==> src/rtl/sd_cmd_pkg.sv <==
// Shared types and constants for the SD command scheduler slice.
package sd_cmd_pkg;

  typedef enum logic [2:0] {
    ST_IDLE,
    ST_ISSUE,
    ST_WAIT_ACK,
    ST_CHECK,
    ST_REPORT
  } sched_state_t;

  typedef enum logic {
    REQ_HOST = 1'b0,
    REQ_DATA = 1'b1
  } req_id_t;

  localparam int unsigned RESP_IDX_HI = 37;
  localparam int unsigned RESP_IDX_LO = 32;

  localparam logic [5:0] NO_IDX_CMD_R2 = 6'd2;
  localparam logic [5:0] NO_IDX_CMD_R3 = 6'd41;

  // R2/R3 responses carry no echoed index, so they cannot be checked.
  function automatic logic has_no_index(input logic [5:0] idx);
    return (idx == NO_IDX_CMD_R2) || (idx == NO_IDX_CMD_R3);
  endfunction

endpackage

==> src/rtl/cmd_scheduler_if.sv <==
// Command path between the scheduler (master) and cmd_controller (slave).
interface cmd_scheduler_if;
  logic        new_command;
  logic [5:0]  cmd_index;
  logic [31:0] argument_reg;
  logic        cmd_idle;
  logic        cmd_ack;
  logic [39:0] response_in;

  modport master (
    output new_command, cmd_index, argument_reg,
    input  cmd_idle, cmd_ack, response_in
  );

  modport slave (
    input  new_command, cmd_index, argument_reg,
    output cmd_idle, cmd_ack, response_in
  );
endinterface

==> src/rtl/cmd_rr_arbiter.sv <==
// Two-input round-robin arbiter; pointer names the preferred requester on a tie.
module cmd_rr_arbiter
  import sd_cmd_pkg::*;
(
  input  logic    clock,
  input  logic    reset,
  input  logic    req_host,
  input  logic    req_data,
  input  logic    upd_en,
  input  req_id_t upd_id,
  output logic    grant_valid,
  output req_id_t grant_id
);

  req_id_t ptr;

  always_ff @(posedge clock or negedge reset) begin
    if (!reset) begin
      ptr <= REQ_HOST;
    end else if (upd_en) begin
      ptr <= (upd_id == REQ_HOST) ? REQ_DATA : REQ_HOST;
    end
  end

  always_comb begin
    grant_valid = req_host | req_data;
    grant_id    = ptr;
    if (req_host && !req_data) begin
      grant_id = REQ_HOST;
    end else if (!req_host && req_data) begin
      grant_id = REQ_DATA;
    end
  end

endmodule

==> src/rtl/cmd_scheduler.sv <==
// Shares the SD command path between HOST and DATA: arbitrate, issue, check, retry, report.
module cmd_scheduler
  import sd_cmd_pkg::*;
#(
  parameter int unsigned TIMEOUT_CYCLES = 1024,
  parameter int unsigned MAX_RETRY      = 2,
  parameter int unsigned CNT_W          = 11
) (
  input  logic                 clock,
  input  logic                 reset,
  input  logic                 host_req,
  input  logic [5:0]           host_cmd_index,
  input  logic [31:0]          host_argument,
  output logic                 host_done,
  output logic                 host_timeout,
  input  logic                 data_req,
  input  logic [5:0]           data_cmd_index,
  input  logic [31:0]          data_argument,
  output logic                 data_done,
  output logic                 data_timeout,
  cmd_scheduler_if.master      cmd,
  output logic [39:0]          response_out,
  output logic                 busy
);

  localparam int unsigned RTY_W = (MAX_RETRY > 0) ? $clog2(MAX_RETRY + 1) : 1;
  localparam logic [CNT_W-1:0] TMO_LAST = CNT_W'(TIMEOUT_CYCLES - 1);
  localparam logic [RTY_W-1:0] RTY_MAX  = RTY_W'(MAX_RETRY);

  sched_state_t     state, state_nxt;
  req_id_t          owner;
  req_id_t          grant_id;
  logic             grant_valid;
  logic [5:0]       idx_q;
  logic [31:0]      arg_q;
  logic [RTY_W-1:0] retry_q;
  logic [CNT_W-1:0] tmo_q;
  logic             success_q;

  logic load, fire, capture, retry_inc, rep_ok, rep_fail, ptr_upd;
  logic retry_ok, idx_pass, report;

  cmd_rr_arbiter u_arb (
    .clock       (clock),
    .reset       (reset),
    .req_host    (host_req),
    .req_data    (data_req),
    .upd_en      (ptr_upd),
    .upd_id      (owner),
    .grant_valid (grant_valid),
    .grant_id    (grant_id)
  );

  assign retry_ok = (retry_q < RTY_MAX);
  assign idx_pass = has_no_index(idx_q) ||
                    (response_out[RESP_IDX_HI:RESP_IDX_LO] == idx_q);

  always_ff @(posedge clock or negedge reset) begin
    if (!reset) begin
      state <= ST_IDLE;
    end else begin
      state <= state_nxt;
    end
  end

  always_comb begin
    state_nxt = state;
    load      = 1'b0;
    fire      = 1'b0;
    capture   = 1'b0;
    retry_inc = 1'b0;
    rep_ok    = 1'b0;
    rep_fail  = 1'b0;
    ptr_upd   = 1'b0;
    case (state)
      ST_IDLE: begin
        if (grant_valid) begin
          load      = 1'b1;
          state_nxt = ST_ISSUE;
        end
      end
      ST_ISSUE: begin
        if (cmd.cmd_idle) begin
          fire      = 1'b1;
          state_nxt = ST_WAIT_ACK;
        end
      end
      ST_WAIT_ACK: begin
        // An ack in the same cycle as the timeout event takes priority.
        if (cmd.cmd_ack) begin
          capture   = 1'b1;
          state_nxt = ST_CHECK;
        end else if (tmo_q == TMO_LAST) begin
          if (retry_ok) begin
            retry_inc = 1'b1;
            state_nxt = ST_ISSUE;
          end else begin
            rep_fail  = 1'b1;
            state_nxt = ST_REPORT;
          end
        end
      end
      ST_CHECK: begin
        if (idx_pass) begin
          rep_ok    = 1'b1;
          state_nxt = ST_REPORT;
        end else if (retry_ok) begin
          retry_inc = 1'b1;
          state_nxt = ST_ISSUE;
        end else begin
          rep_fail  = 1'b1;
          state_nxt = ST_REPORT;
        end
      end
      ST_REPORT: begin
        ptr_upd   = 1'b1;
        state_nxt = ST_IDLE;
      end
      default: state_nxt = ST_IDLE;
    endcase
  end

  always_ff @(posedge clock or negedge reset) begin
    if (!reset) begin
      owner        <= REQ_HOST;
      idx_q        <= '0;
      arg_q        <= '0;
      retry_q      <= '0;
      tmo_q        <= '0;
      success_q    <= 1'b0;
      response_out <= '0;
    end else begin
      if (load) begin
        owner   <= grant_id;
        idx_q   <= (grant_id == REQ_HOST) ? host_cmd_index : data_cmd_index;
        arg_q   <= (grant_id == REQ_HOST) ? host_argument : data_argument;
        retry_q <= '0;
      end
      if (fire) begin
        tmo_q <= '0;
      end else if (state == ST_WAIT_ACK) begin
        tmo_q <= tmo_q + 1'b1;
      end
      if (capture) begin
        response_out <= cmd.response_in;
      end
      if (retry_inc) begin
        retry_q <= retry_q + 1'b1;
      end
      if (rep_ok) begin
        success_q <= 1'b1;
      end else if (rep_fail) begin
        success_q <= 1'b0;
      end
    end
  end

  assign report           = (state == ST_REPORT);
  assign host_done        = report &&  success_q && (owner == REQ_HOST);
  assign host_timeout     = report && !success_q && (owner == REQ_HOST);
  assign data_done        = report &&  success_q && (owner == REQ_DATA);
  assign data_timeout     = report && !success_q && (owner == REQ_DATA);
  assign busy             = (state != ST_IDLE);
  assign cmd.new_command  = fire;
  assign cmd.cmd_index    = idx_q;
  assign cmd.argument_reg = arg_q;

endmodule
==> src/flat_wrapper.sv <==
// flat-port wrapper written by rule: the top's interface ports become plain ports
module cmd_scheduler_flat import sd_cmd_pkg::*;
#(
  parameter int unsigned TIMEOUT_CYCLES = 1024,
  parameter int unsigned MAX_RETRY      = 2,
  parameter int unsigned CNT_W          = 11
)
  (clock, reset, host_req, host_cmd_index, host_argument, host_done, host_timeout, data_req, data_cmd_index, data_argument, data_done, data_timeout, response_out, busy, cmd_new_command, cmd_cmd_index, cmd_argument_reg, cmd_cmd_idle, cmd_cmd_ack, cmd_response_in);
  cmd_scheduler_if cmd_i ();
  input  logic clock;
  input  logic reset;
  input  logic host_req;
  input  logic [5:0] host_cmd_index;
  input  logic [31:0] host_argument;
  output logic host_done;
  output logic host_timeout;
  input  logic data_req;
  input  logic [5:0] data_cmd_index;
  input  logic [31:0] data_argument;
  output logic data_done;
  output logic data_timeout;
  output logic [39:0] response_out;
  output logic busy;
  output wire logic [$bits(cmd_i.new_command)-1:0] cmd_new_command;
  output wire logic [$bits(cmd_i.cmd_index)-1:0] cmd_cmd_index;
  output wire logic [$bits(cmd_i.argument_reg)-1:0] cmd_argument_reg;
  input wire logic [$bits(cmd_i.cmd_idle)-1:0] cmd_cmd_idle;
  input wire logic [$bits(cmd_i.cmd_ack)-1:0] cmd_cmd_ack;
  input wire logic [$bits(cmd_i.response_in)-1:0] cmd_response_in;
  assign cmd_new_command = cmd_i.new_command;
  assign cmd_cmd_index = cmd_i.cmd_index;
  assign cmd_argument_reg = cmd_i.argument_reg;
  assign cmd_i.cmd_idle = cmd_cmd_idle;
  assign cmd_i.cmd_ack = cmd_cmd_ack;
  assign cmd_i.response_in = cmd_response_in;
  cmd_scheduler #(.TIMEOUT_CYCLES(TIMEOUT_CYCLES), .MAX_RETRY(MAX_RETRY), .CNT_W(CNT_W)) u_core (.clock(clock), .reset(reset), .host_req(host_req), .host_cmd_index(host_cmd_index), .host_argument(host_argument), .host_done(host_done), .host_timeout(host_timeout), .data_req(data_req), .data_cmd_index(data_cmd_index), .data_argument(data_argument), .data_done(data_done), .data_timeout(data_timeout), .cmd(cmd_i), .response_out(response_out), .busy(busy));
endmodule
==> config.mk <==
export PLATFORM = sky130hd
export DESIGN_NAME = cmd_scheduler_flat
export DESIGN_NICKNAME = d
export VERILOG_FILES = /design/src/rtl/sd_cmd_pkg.sv /design/src/rtl/cmd_scheduler_if.sv /design/src/rtl/cmd_rr_arbiter.sv /design/src/rtl/cmd_scheduler.sv /design/src/flat_wrapper.sv
export SDC_FILE = /design/constraint.sdc
export NUM_CORES = 1
export LEC_CHECK = 0
export BUFFER_PORTS_ARGS = -buffer_cell sky130_fd_sc_hd__clkbuf_2
export CORE_UTILIZATION = 51
export DETAILED_ROUTE_END_ITERATION = 16
export GPL_ROUTABILITY_DRIVEN = 0
export PLACE_DENSITY_LB_ADDON = 0.05
export SLEW_MARGIN = 20
export SYNTH_ARGS = -nofsm -noshare
export SYNTH_HDL_FRONTEND = slang
export SYNTH_SLANG_ARGS = --single-unit
==> constraint.sdc <==
create_clock -name clock -period 3.3 [get_ports clock]
set_clock_uncertainty 0.15 [all_clocks]
set_input_delay 0.165 -clock clock [delete_from_list [all_inputs] [get_ports clock]]
set_output_delay 0.165 -clock clock [all_outputs]
set_load 0.03 [all_outputs]
==> impl_metrics.ini <==
[status]
status = finished clean

[clock_network]
cts.sinks = 97
cts_made_buffers = 9
clock_latency_ps = 350
post_cts_buffers = 0
path_clk_slew_ps = 90
ctsResizeCount = 0
h-tree-depth = 3
clock-root-buffer = clkbuf_8
cts_tree = done
clock_path_buffers = 2

[worst_hold_path]
hold_start = data_cmd_index[3]
hold_depth = 3
hold_path_end = u_core.cmd.cmd_index[3]$_DFFE_PN0P_
hp-class = in -> reg

[timing]
slew_headroom_pct = 47.23
worst_slew_pin_slew_ps = 791.5
maxSlewViolCount = 0
period_needed_ps = 2579
fin_crit_sh_pct = 78.15
whs_ps = 37.36
rsz0062_at_grt = no
setup_viol = 0
timing.fmax_mhz = 387.7
hold_viol = 0
fin_setup_tns_ps = 0

[global_routing]
gr-usage-all-layers_pct = 27.17
grt_pass1_vias = 4059
grt_pass1_wl_mm = 18.92
antenna_found_initial = 0
grt-ovfl-total = 0
grt_max_degree = 67

[cells_and_area]
layout-drive-gt1-share_pct = 39.88
seq_area_sq_mm = 0.002427
multiInputGateArea_sq_mm = 0.001921
fill_cells = 558
syn_to_final_growth_pct = 52.91
design_area_sq_mm = 0.006932
nets = 805
largest_reg_flops = 40
antenna_cells = 0

[die]
die_height_um = 96.28
rows = 34
fp.dieArea_sq_mm = 0.009270
pin_count = 206
core_area_sq_mm = 0.008678
initial_core_util_pct = 52.23
die_w_um = 96.28

[power_and_ir_drop]
p_leak_nw = 3.538
p_int_mw = 3.403
swShare_pct = 44.40
p_clk_share_pct = 13.4
peakVddDrop_v = 0.0003985
switching_power_mw = 2.718
pwr-share-comb_pct = 52.0
pwr-share-seq_pct = 34.6
powerDensity_mw_per_mm2 = 883.0

[logic_synthesis]
ys_seq_elements = 97
yosysSeqAreaShare_pct = 53.55
synth_cell_types = 46
synth_cells = 364
netlist_area_sq_mm = 0.004533
avgSynthCellArea_sq_um = 12.45
syn-num-nets = 487
yosysWarningCount = 0

[route]
remaining_drc_errors = 0
ant_nets = 0
vias = 3977
first_pass_iters = 4
via_per_inst = 5.003
dr.first_iter.drc_count = 103
wl_mm = 12.65
wl_per_cell_um = 15.91

[setup_path]
cp-start-kind = register
r2r-end = u_core.cmd.argument_reg[10]$_DFFE_PN0P_
timing.rr.start = u_core.u_arb.ptr$_DFFE_PN0N_
slowest_stage = maj3_2
max_stage_delay_ps = 710
worstPathCellList = maj3_2 -> buf_4 -> mux2i_1 -> dlygate4sd3_1 -> o21ai_0
crit_arrival_ps = 2650
crit_fanout = 26
worstPathRequired_ps = 3370
end_kind = register
crit_type = reg -> reg
ff2ff_path_depth = 5
r2r_slack_ps = 720

[place]
dpl.hpwl_mm = 7.209
place_area_sq_mm = 0.005568
io_buffers = 205

[flow_run]
maxCapViolCount = 0
cells by family (layout without fill, tap and decap cells):
logic type | after synthesis | count (layout) | share of synthesized area [%]
and+or+nand+nor | 93 | 93 | 9.882
buffers and inverters | 22 | 345 | 4.085
xor gates and xnor gates | 13 | 13 | 2.512
muxes | 80 | 80 | 22.19
AOI/OAI and AO/OA | 57 | 57 | 7.260
adders and majority gates | 2 | 2 | 0.5244
DFF | 97 | 97 | 53.55
worst max path at each step:
| stage | from | end | cells past startpoint |
|---|---|---|---|
| 2_1_floorplan | u_core.state[1]$_DFFE_PN0P_ | u_core.cmd.cmd_index[0]$_DFFE_PN0P_ | 6 |
| 3_3_place_gp | u_core.state[0]$_DFFE_PN0P_ | u_core.response_out[24]$_DFFE_PN0P_ | 3 |
| 3_5_place_dp | u_core.state[0]$_DFFE_PN0P_ | u_core.response_out[22]$_DFFE_PN0P_ | 3 |
| 4_1_cts | u_core.u_arb.ptr$_DFFE_PN0N_ | u_core.cmd.argument_reg[3]$_DFFE_PN0P_ | 5 |
| 5_1_grt | u_core.u_arb.ptr$_DFFE_PN0N_ | u_core.cmd.argument_reg[9]$_DFFE_PN0P_ | 5 |
| 6_report | u_core.u_arb.ptr$_DFFE_PN0N_ | u_core.cmd.argument_reg[10]$_DFFE_PN0P_ | 5 |
synth_stat cells, drive strengths merged:
library cell	n	share of area [%]
inv	3	0.25
buf	12	3.2
nand2	48	4.0
o31a	1	0.19
nor3	2	0.22
and3	2	0.28
nor2	17	1.4
nand3	4	0.44
a31o	1	0.19
a21oi	2	0.22
xnor2	4	0.77
nor4	2	0.28
mux2i	39	8.6
a32oi	1	0.19
or3	2	0.28
o22ai	1	0.14
o21a	1	0.17
or3b	1	0.19
and4	1	0.19
nand4bb	1	0.25
ha	1	0.28
o21bai	2	0.58
and2	1	0.19
and4b	1	0.22
a22o	2	0.39
or2b	1	0.17
o211a	1	0.22
mux2	41	14
nand4	4	0.55
dfrtp	97	54
clkbuf	7	0.61
or2	1	0.14
and3b	1	0.19
nor4b	1	0.19
o21ai	45	5.0
xor2	9	1.7
nor2b	1	0.14
nor3b	2	0.58
maj3	1	0.25
power groups by stage:
stage,Clock (mW),Combinational (mW),Sequential [mW]
after floorplan,0,1.27,3.00
after global placement,0,2.90,2.10
after detailed placement,0,2.96,2.11
after CTS,0.832,3.15,2.10
after global routing,0.889,3.41,2.20
final,0.819,3.18,2.12
timing repair:
| item | 4_1_cts | 5_1_grt |
|---|---|---|
| hold endpoints to repair | 122 | 0 |
| hold buffers | 115 | 0 |
| setup endpoints to repair | 0 | 0 |
per-layer routing:
metal / GRT usage [%] / vias to the layer above / part of all wire, %
met5: 0 / - / 0
met4: 9.328 / 0 / 2.2
met3: 7.030 / 27 / 6.3
met2: 48.58 / 144 / 52
met1: 31.35 / 1894 / 40
li1: - / 1912 / -
area by class of cell:
cell class                 instances  area share, %
clock buffer                      11          2.184
clock inverter                     5         0.8845
inverter                           3         0.1625
multi-input combinational        245          27.71
sequential                        97          35.02
tap                              108          1.949
timing repair buffer             326          32.09
per-stage QoR:
stage | total power [mW] | cells | setup slack [ps] | util (%)
floorplan | 4.272 | 364 | 1406 | -
global placement | 4.998 | 664 | 1093 | 64.16
detailed placement | 5.072 | 664 | 1053 | 64.16
CTS | 6.083 | 795 | 756.0 | 79.87
global route | 6.496 | 795 | 576.7 | 79.87
finish | 6.121 | 795 | 721.0 | 79.87
cell usage in the layout (no fill, tap or decap), types with 7 or more instances in the layout:
cell           Yosys  final
dfrtp_1           97     97
nor2_1            17     17
buf_4              2      7
xor2_1             9      9
o21ai_1           10     10
nand2_1           48     48
clkbuf_2           1    204
mux2i_1           39     39
o21ai_0           35     35
dlygate4sd3_1      0    115
mux2_4            41     41
clkbuf_8           0     11
worst max-delay path, delay by kind of cell (launching register included):
kind,cells,cell delay (ps)
adders and majority gates,1,710
AOI/OAI and AO/OA,1,70
DFF,1,370
muxes,1,220
buffers and inverters,2,890
(Power assumes the default switching activity.)
